**src/rtl/filter2d_out_packer.sv**
```systemverilog
// Packs the filter2d 8-bit pixel stream into 32-bit words, tags the word holding
// a frame's final pixel, and queues words in a show-ahead FIFO for a valid/ready consumer.
module filter2d_out_packer #(
   parameter int IMG_W      = 256,
   parameter int IMG_H      = 256,
   parameter int FIFO_DEPTH = 8
) (
   input  logic        clk,
   input  logic        n_reset,
   input  logic        i_strb,
   input  logic [7:0]  i_data,
   output logic        o_valid,
   input  logic        o_ready,
   output logic [31:0] o_data,
   output logic        o_last,
   output logic        o_ovf,
   output logic [15:0] o_frame_cnt
);

   localparam int NPIX   = IMG_W * IMG_H;
   localparam int PCNT_W = (NPIX > 1) ? $clog2(NPIX) : 1;
   localparam int AW     = $clog2(FIFO_DEPTH);
   localparam int CW     = AW + 1;
   localparam logic [PCNT_W-1:0] PCNT_LAST = PCNT_W'(NPIX - 1);
   localparam logic [CW-1:0]     OCC_FULL  = CW'(FIFO_DEPTH);

   logic [1:0]        bidx_r;
   logic [23:0]       hold_r;
   logic [PCNT_W-1:0] pcnt_r;
   logic [15:0]       frame_cnt_r;
   logic              ovf_r;
   logic [32:0]       mem_r [FIFO_DEPTH];
   logic [AW-1:0]     wr_ptr_r;
   logic [AW-1:0]     rd_ptr_r;
   logic [CW-1:0]     occ_r;
   logic              out_valid_r;
   logic [32:0]       out_word_r;

   logic              pix_last_s;
   logic              word_done_s;
   logic [31:0]       word_s;
   logic [32:0]       entry_s;
   logic              full_s;
   logic              pop_s;
   logic              push_s;
   logic              drop_s;
   logic [CW-1:0]     occ_next_s;
   logic [CW-1:0]     occ_after_pop_s;
   logic [AW-1:0]     rd_ptr_next_s;
   logic [32:0]       head_next_s;

   // Word assembly: held bytes below bidx, the incoming pixel at bidx, zeros above.
   always_comb begin
      pix_last_s  = 1'b0;
      word_done_s = 1'b0;
      word_s      = 32'h0000_0000;
      if (pcnt_r == PCNT_LAST) begin
         pix_last_s = 1'b1;
      end else begin
         pix_last_s = 1'b0;
      end
      if (i_strb && ((bidx_r == 2'd3) || pix_last_s)) begin
         word_done_s = 1'b1;
      end else begin
         word_done_s = 1'b0;
      end
      case (bidx_r)
         2'd0:    word_s = {24'h00_0000, i_data};
         2'd1:    word_s = {16'h0000, i_data, hold_r[7:0]};
         2'd2:    word_s = {8'h00, i_data, hold_r[15:0]};
         2'd3:    word_s = {i_data, hold_r};
         default: word_s = 32'h0000_0000;
      endcase
      entry_s = {pix_last_s, word_s};
   end

   // FIFO control; a push into a full FIFO survives only when a pop frees a slot on the same edge.
   always_comb begin
      full_s          = (occ_r == OCC_FULL);
      pop_s           = out_valid_r && o_ready;
      push_s          = word_done_s && (!full_s || pop_s);
      drop_s          = word_done_s && full_s && !pop_s;
      occ_after_pop_s = occ_r - CW'(pop_s);
      occ_next_s      = occ_after_pop_s + CW'(push_s);
      rd_ptr_next_s   = rd_ptr_r + AW'(pop_s);
      // Bypass the memory when the incoming word becomes the head this edge.
      if (occ_after_pop_s == {CW{1'b0}}) begin
         head_next_s = entry_s;
      end else begin
         head_next_s = mem_r[rd_ptr_next_s];
      end
   end

   // Pack state: byte index, holding bytes, raster position and frame counter.
   always_ff @(posedge clk or negedge n_reset) begin
      if (!n_reset) begin
         bidx_r      <= 2'd0;
         hold_r      <= 24'h00_0000;
         pcnt_r      <= {PCNT_W{1'b0}};
         frame_cnt_r <= 16'h0000;
      end else if (i_strb) begin
         if (word_done_s) begin
            bidx_r <= 2'd0;
         end else begin
            bidx_r <= bidx_r + 2'd1;
         end
         case (bidx_r)
            2'd0:    hold_r[7:0]   <= i_data;
            2'd1:    hold_r[15:8]  <= i_data;
            2'd2:    hold_r[23:16] <= i_data;
            default: hold_r        <= hold_r;
         endcase
         if (pix_last_s) begin
            pcnt_r      <= {PCNT_W{1'b0}};
            frame_cnt_r <= frame_cnt_r + 16'd1;
         end else begin
            pcnt_r <= pcnt_r + PCNT_W'(1'b1);
         end
      end else begin
         bidx_r <= bidx_r;
      end
   end

   // Word storage carries no reset; occupancy alone decides which entries are live.
   always_ff @(posedge clk) begin
      if (push_s) begin
         mem_r[wr_ptr_r] <= entry_s;
      end
   end

   // Pointers, occupancy, sticky overflow and the registered head word.
   always_ff @(posedge clk or negedge n_reset) begin
      if (!n_reset) begin
         wr_ptr_r    <= {AW{1'b0}};
         rd_ptr_r    <= {AW{1'b0}};
         occ_r       <= {CW{1'b0}};
         ovf_r       <= 1'b0;
         out_valid_r <= 1'b0;
         out_word_r  <= 33'h0_0000_0000;
      end else begin
         if (push_s) begin
            wr_ptr_r <= wr_ptr_r + AW'(1'b1);
         end else begin
            wr_ptr_r <= wr_ptr_r;
         end
         rd_ptr_r <= rd_ptr_next_s;
         occ_r    <= occ_next_s;
         if (drop_s) begin
            ovf_r <= 1'b1;
         end else begin
            ovf_r <= ovf_r;
         end
         out_valid_r <= (occ_next_s != {CW{1'b0}});
         if (occ_next_s != {CW{1'b0}}) begin
            out_word_r <= head_next_s;
         end else begin
            out_word_r <= out_word_r;
         end
      end
   end

   assign o_valid     = out_valid_r;
   assign o_data      = out_word_r[31:0];
   assign o_last      = out_word_r[32];
   assign o_ovf       = ovf_r;
   assign o_frame_cnt = frame_cnt_r;

endmodule

```
**config.mk**
```make
export PLATFORM = sky130hd
export DESIGN_NAME = filter2d_out_packer
export DESIGN_NICKNAME = d
export VERILOG_FILES = /design/src/rtl/filter2d_out_packer.sv
export SDC_FILE = /design/constraint.sdc
export NUM_CORES = 1
export LEC_CHECK = 0
export CORE_ASPECT_RATIO = 0.7
export CORE_MARGIN = 5
export CORE_UTILIZATION = 60
export DETAILED_ROUTE_END_ITERATION = 10
export PLACE_DENSITY = 0.79
export SKIP_LAST_GASP = 1
export SLEW_MARGIN = 20
export SYNTH_ARGS = -nofsm -noshare
export SYNTH_HDL_FRONTEND = slang
export SYNTH_SLANG_ARGS = --single-unit
```
**constraint.sdc**
```tcl
create_clock -name clk -period 4.78 [get_ports clk]
set_input_delay 0.717 -clock clk [delete_from_list [all_inputs] [get_ports clk]]
set_output_delay 0.717 -clock clk [all_outputs]
set_load 0.02 [all_outputs]
```
==> reports/summary.txt <==
Die Y = 142.5 um
DR iter-0 viols = 643
Async S/R FF share, synth = 28.07%
area of the mapped netlist = 0.01505 mm2
Synth warnings = 0
largest net degree at the start of global routing = 73
reg2reg end = out_word_r[16]
fin nets = 945
pre-CTS setup slack = 0.7014 ns
Max-Cap Viols = 0
Setup CP Type = reg2reg
sequential cell area fraction in the yosys report = 69.82%
CP startpoint kind = flop
Rows = 48
Cells after Synth = 836
WP data required = 5.17 ns
CTS Sinks = 367
Sum Neg Setup Slack = 0 ns
post-CTS setup repair buffer count = 0
Reg area = 0.01051 mm2
post-synth cell types = 42
post-DR wirelength/cell = 24.11 um
drt first pass iters = 5
initial core utilization = 60.96%
share of cells above drive strength 1 = 24.44%
Buf+Inv Stages, Crit Path = 1
Syn-to-layout area delta = 15.55%
Hold Violations, Final = 0
most frequent CP cell = ha_1
CTS tree = done
R2R setup slack = 1.08 ns
clock slew at the register clock pins of the worst setup and hold paths = 0.06 ns
htree depth = 2
crit path cell chain = ha_1 -> and2_1 -> o21a_1 -> ha_1 -> nor3b_1 -> xnor3_1 -> nand2_2 -> buf_4 -> mux2_2
critical path endpoint category = flop
Hold-fix buffers, CTS = 0
core footprint = 0.02468 mm2
Final WS setup = 1.081 ns
status = finished clean
slowest cell on the critical path = ha_1
initial antenna violation count = 0
Max Root-Sink Buffers = 3
HPWL Detailed = 17870 um
via count = 7798
Slew HR = 27.32%
Core Util, Final = 70.44%
GRT overflow = 0
multi-input logic area = 0.004265 mm2
Least-Margin Pin Slew = 1.090 ns
DR vias/cell = 6.140
syn nets = 862
vias in the first global route = 8333
max-slew violation count = 0
critical path's top delay family = adder cells
WP data arrival = 4.09 ns
first-pass GRT wire length = 49310 um
hold slack = 0.2121 ns
Die W = 199.3 um
Pleak = 6.459 nW
Peak VDD IR = 0.4473 mV
Seq cells post-synth = 367
clk_skew = 0.01889 ns
antenna cells = 0
CTS Buf Count = 35
Synth Flop Type = edfxtp_1
fin crit share = 77.38%
IO Pins = 63
post-cts resize count = 0
minimum clock period after layout = 3.699 ns
GRT Total Usage = 22.75%
Hold Path Class = in2async
Worst-Skew Late Latency = 0.52 ns
clk root buf = clkbuf_16
DRC violations left = 0
RSZ-0062 raised after global routing = false
WL final = 30620 um
Post-DRT Antenna Nets = 0
slowest stage delay, CP = 0.77 ns
EDFF count, synth = 264
PD cells = 691.8 mW/mm2
routability congestion estimate = 0.7908
Filler cells = 1518
die area = 0.02840 mm2
FF-to-FF Start = bidx_r[0]
critical path fanouts, max = 21
Syn Area/Cell = 18.00 um2
IO buf count = 62
achievable frequency = 0.2704 GHz
setup violators final = 0
cells on worst reg2reg path = 9
==> worst max-delay path by stage <==
| stage | start | to | slack (ns) | depth (start not counted) |
|---|---|---|---|---|
| global placement | i_strb | out_word_r[19] | 0.84 | 10 |
| CTS | bidx_r[0] | out_word_r[32] | 1.12 | 9 |
| finish | bidx_r[0] | out_word_r[16] | 1.08 | 9 |
| global route | bidx_r[0] | out_word_r[32] | 0.92 | 9 |
| detailed placement | i_strb | out_word_r[19] | 0.70 | 10 |
| floorplan | i_strb | mem_r[0][0] | 0.27 | 6 |
==> cells in the mapped netlist, drive strengths merged (12+ instances only) <==
| cell | number | share of area (%) |
|---|---|---|
| a21oi | 17 | 0.57 |
| and2 | 12 | 0.50 |
| mux2i | 48 | 3.2 |
| mux2 | 69 | 5.4 |
| xnor2 | 24 | 1.4 |
| edfxtp | 264 | 53 |
| clkbuf | 19 | 0.47 |
| mux4 | 66 | 9.9 |
| inv | 35 | 0.87 |
| dfrtp | 103 | 17 |
| buf | 20 | 1.0 |
| a22oi | 16 | 0.80 |
| nand2 | 22 | 0.57 |
| ha | 14 | 1.2 |
| nor2 | 33 | 0.82 |
==> metal layers <==
layer | vias up | global-route usage (%) | share of wire (%)
met5 | - | 0 | 0
met4 | 0 | 4.856 | 1.8
met3 | 42 | 4.141 | 7.9
met2 | 334 | 35.12 | 47
met1 | 4029 | 34.83 | 44
li1 | 3393 | - | -
==> per-stage QoR <==
step | instance area [um2] | power, mW | instances
3_3_place_gp | 16120 | 8.960 | 1207
4_1_cts | 17380 | 12.14 | 1270
6_report | 17390 | 12.03 | 1270
3_5_place_dp | 16120 | 9.105 | 1207
5_1_grt | 17390 | 12.71 | 1270
2_1_floorplan | 15050 | 7.827 | 836
==> worst register-to-register path, cell delays in order (launching register included) <==
cell     delay [ns]
dfrtp_1        0.42
ha_1           0.77
and2_1         0.27
o21a_1         0.27
ha_1           0.21
nor3b_1        0.26
xnor3_1        0.40
nand2_2        0.36
buf_4          0.27
mux2_2         0.36
==> power by group <==
group          internal, mW  switching [mW]  leakage (nW)
combinational          2.33            2.34          2.13
sequential             4.11           0.240          3.71
clock                  1.86            1.14         0.620
total                  8.30            3.73          6.46
==> area by class of cell <==
| class | instances | area share [%] |
|---|---|---|
| inverters | 35 | 0.7556 |
| clock inverters | 16 | 1.468 |
| well taps | 325 | 2.339 |
| repair buffers | 85 | 4.714 |
| clock buffers | 47 | 5.771 |
| multi-input cells | 395 | 24.53 |
| flip-flops and latches | 367 | 60.42 |
==> cell families after synthesis <==
| kind of cell | synth area share, % |
|---|---|
| flops | 69.82 |
| buf+inv | 2.362 |
| compound gates | 2.212 |
| xor+xnor | 2.071 |
| simple gates | 3.941 |
| mux | 18.44 |
| fa+ha+maj | 1.164 |
==> registers in the layout (all words and copies together) (netlist names) <==
signal,cells
rd_ptr_r,3
mem_r,264
hold_r,24
out_word_r,33
o_frame_cnt,16
bidx_r,2
wr_ptr_r,3
o_ovf,1
o_valid,1
occ_r,4
pcnt_r,16
==> cells in the final DEF (no fill, tap or decap), types with 11 or more instances in the layout <==
cell	n
xnor2_1	23
and2_1	11
nand2_1	21
clkdlybuf4s50_1	61
mux4_2	66
a22oi_1	16
inv_1	35
clkbuf_16	37
ha_1	12
a21oi_1	17
nor2_1	27
mux2i_1	48
dfrtp_1	103
nand3_1	11
mux2_2	61
edfxtp_1	264
buf_4	21
Note: power is estimated with default switching activity, not from simulation.
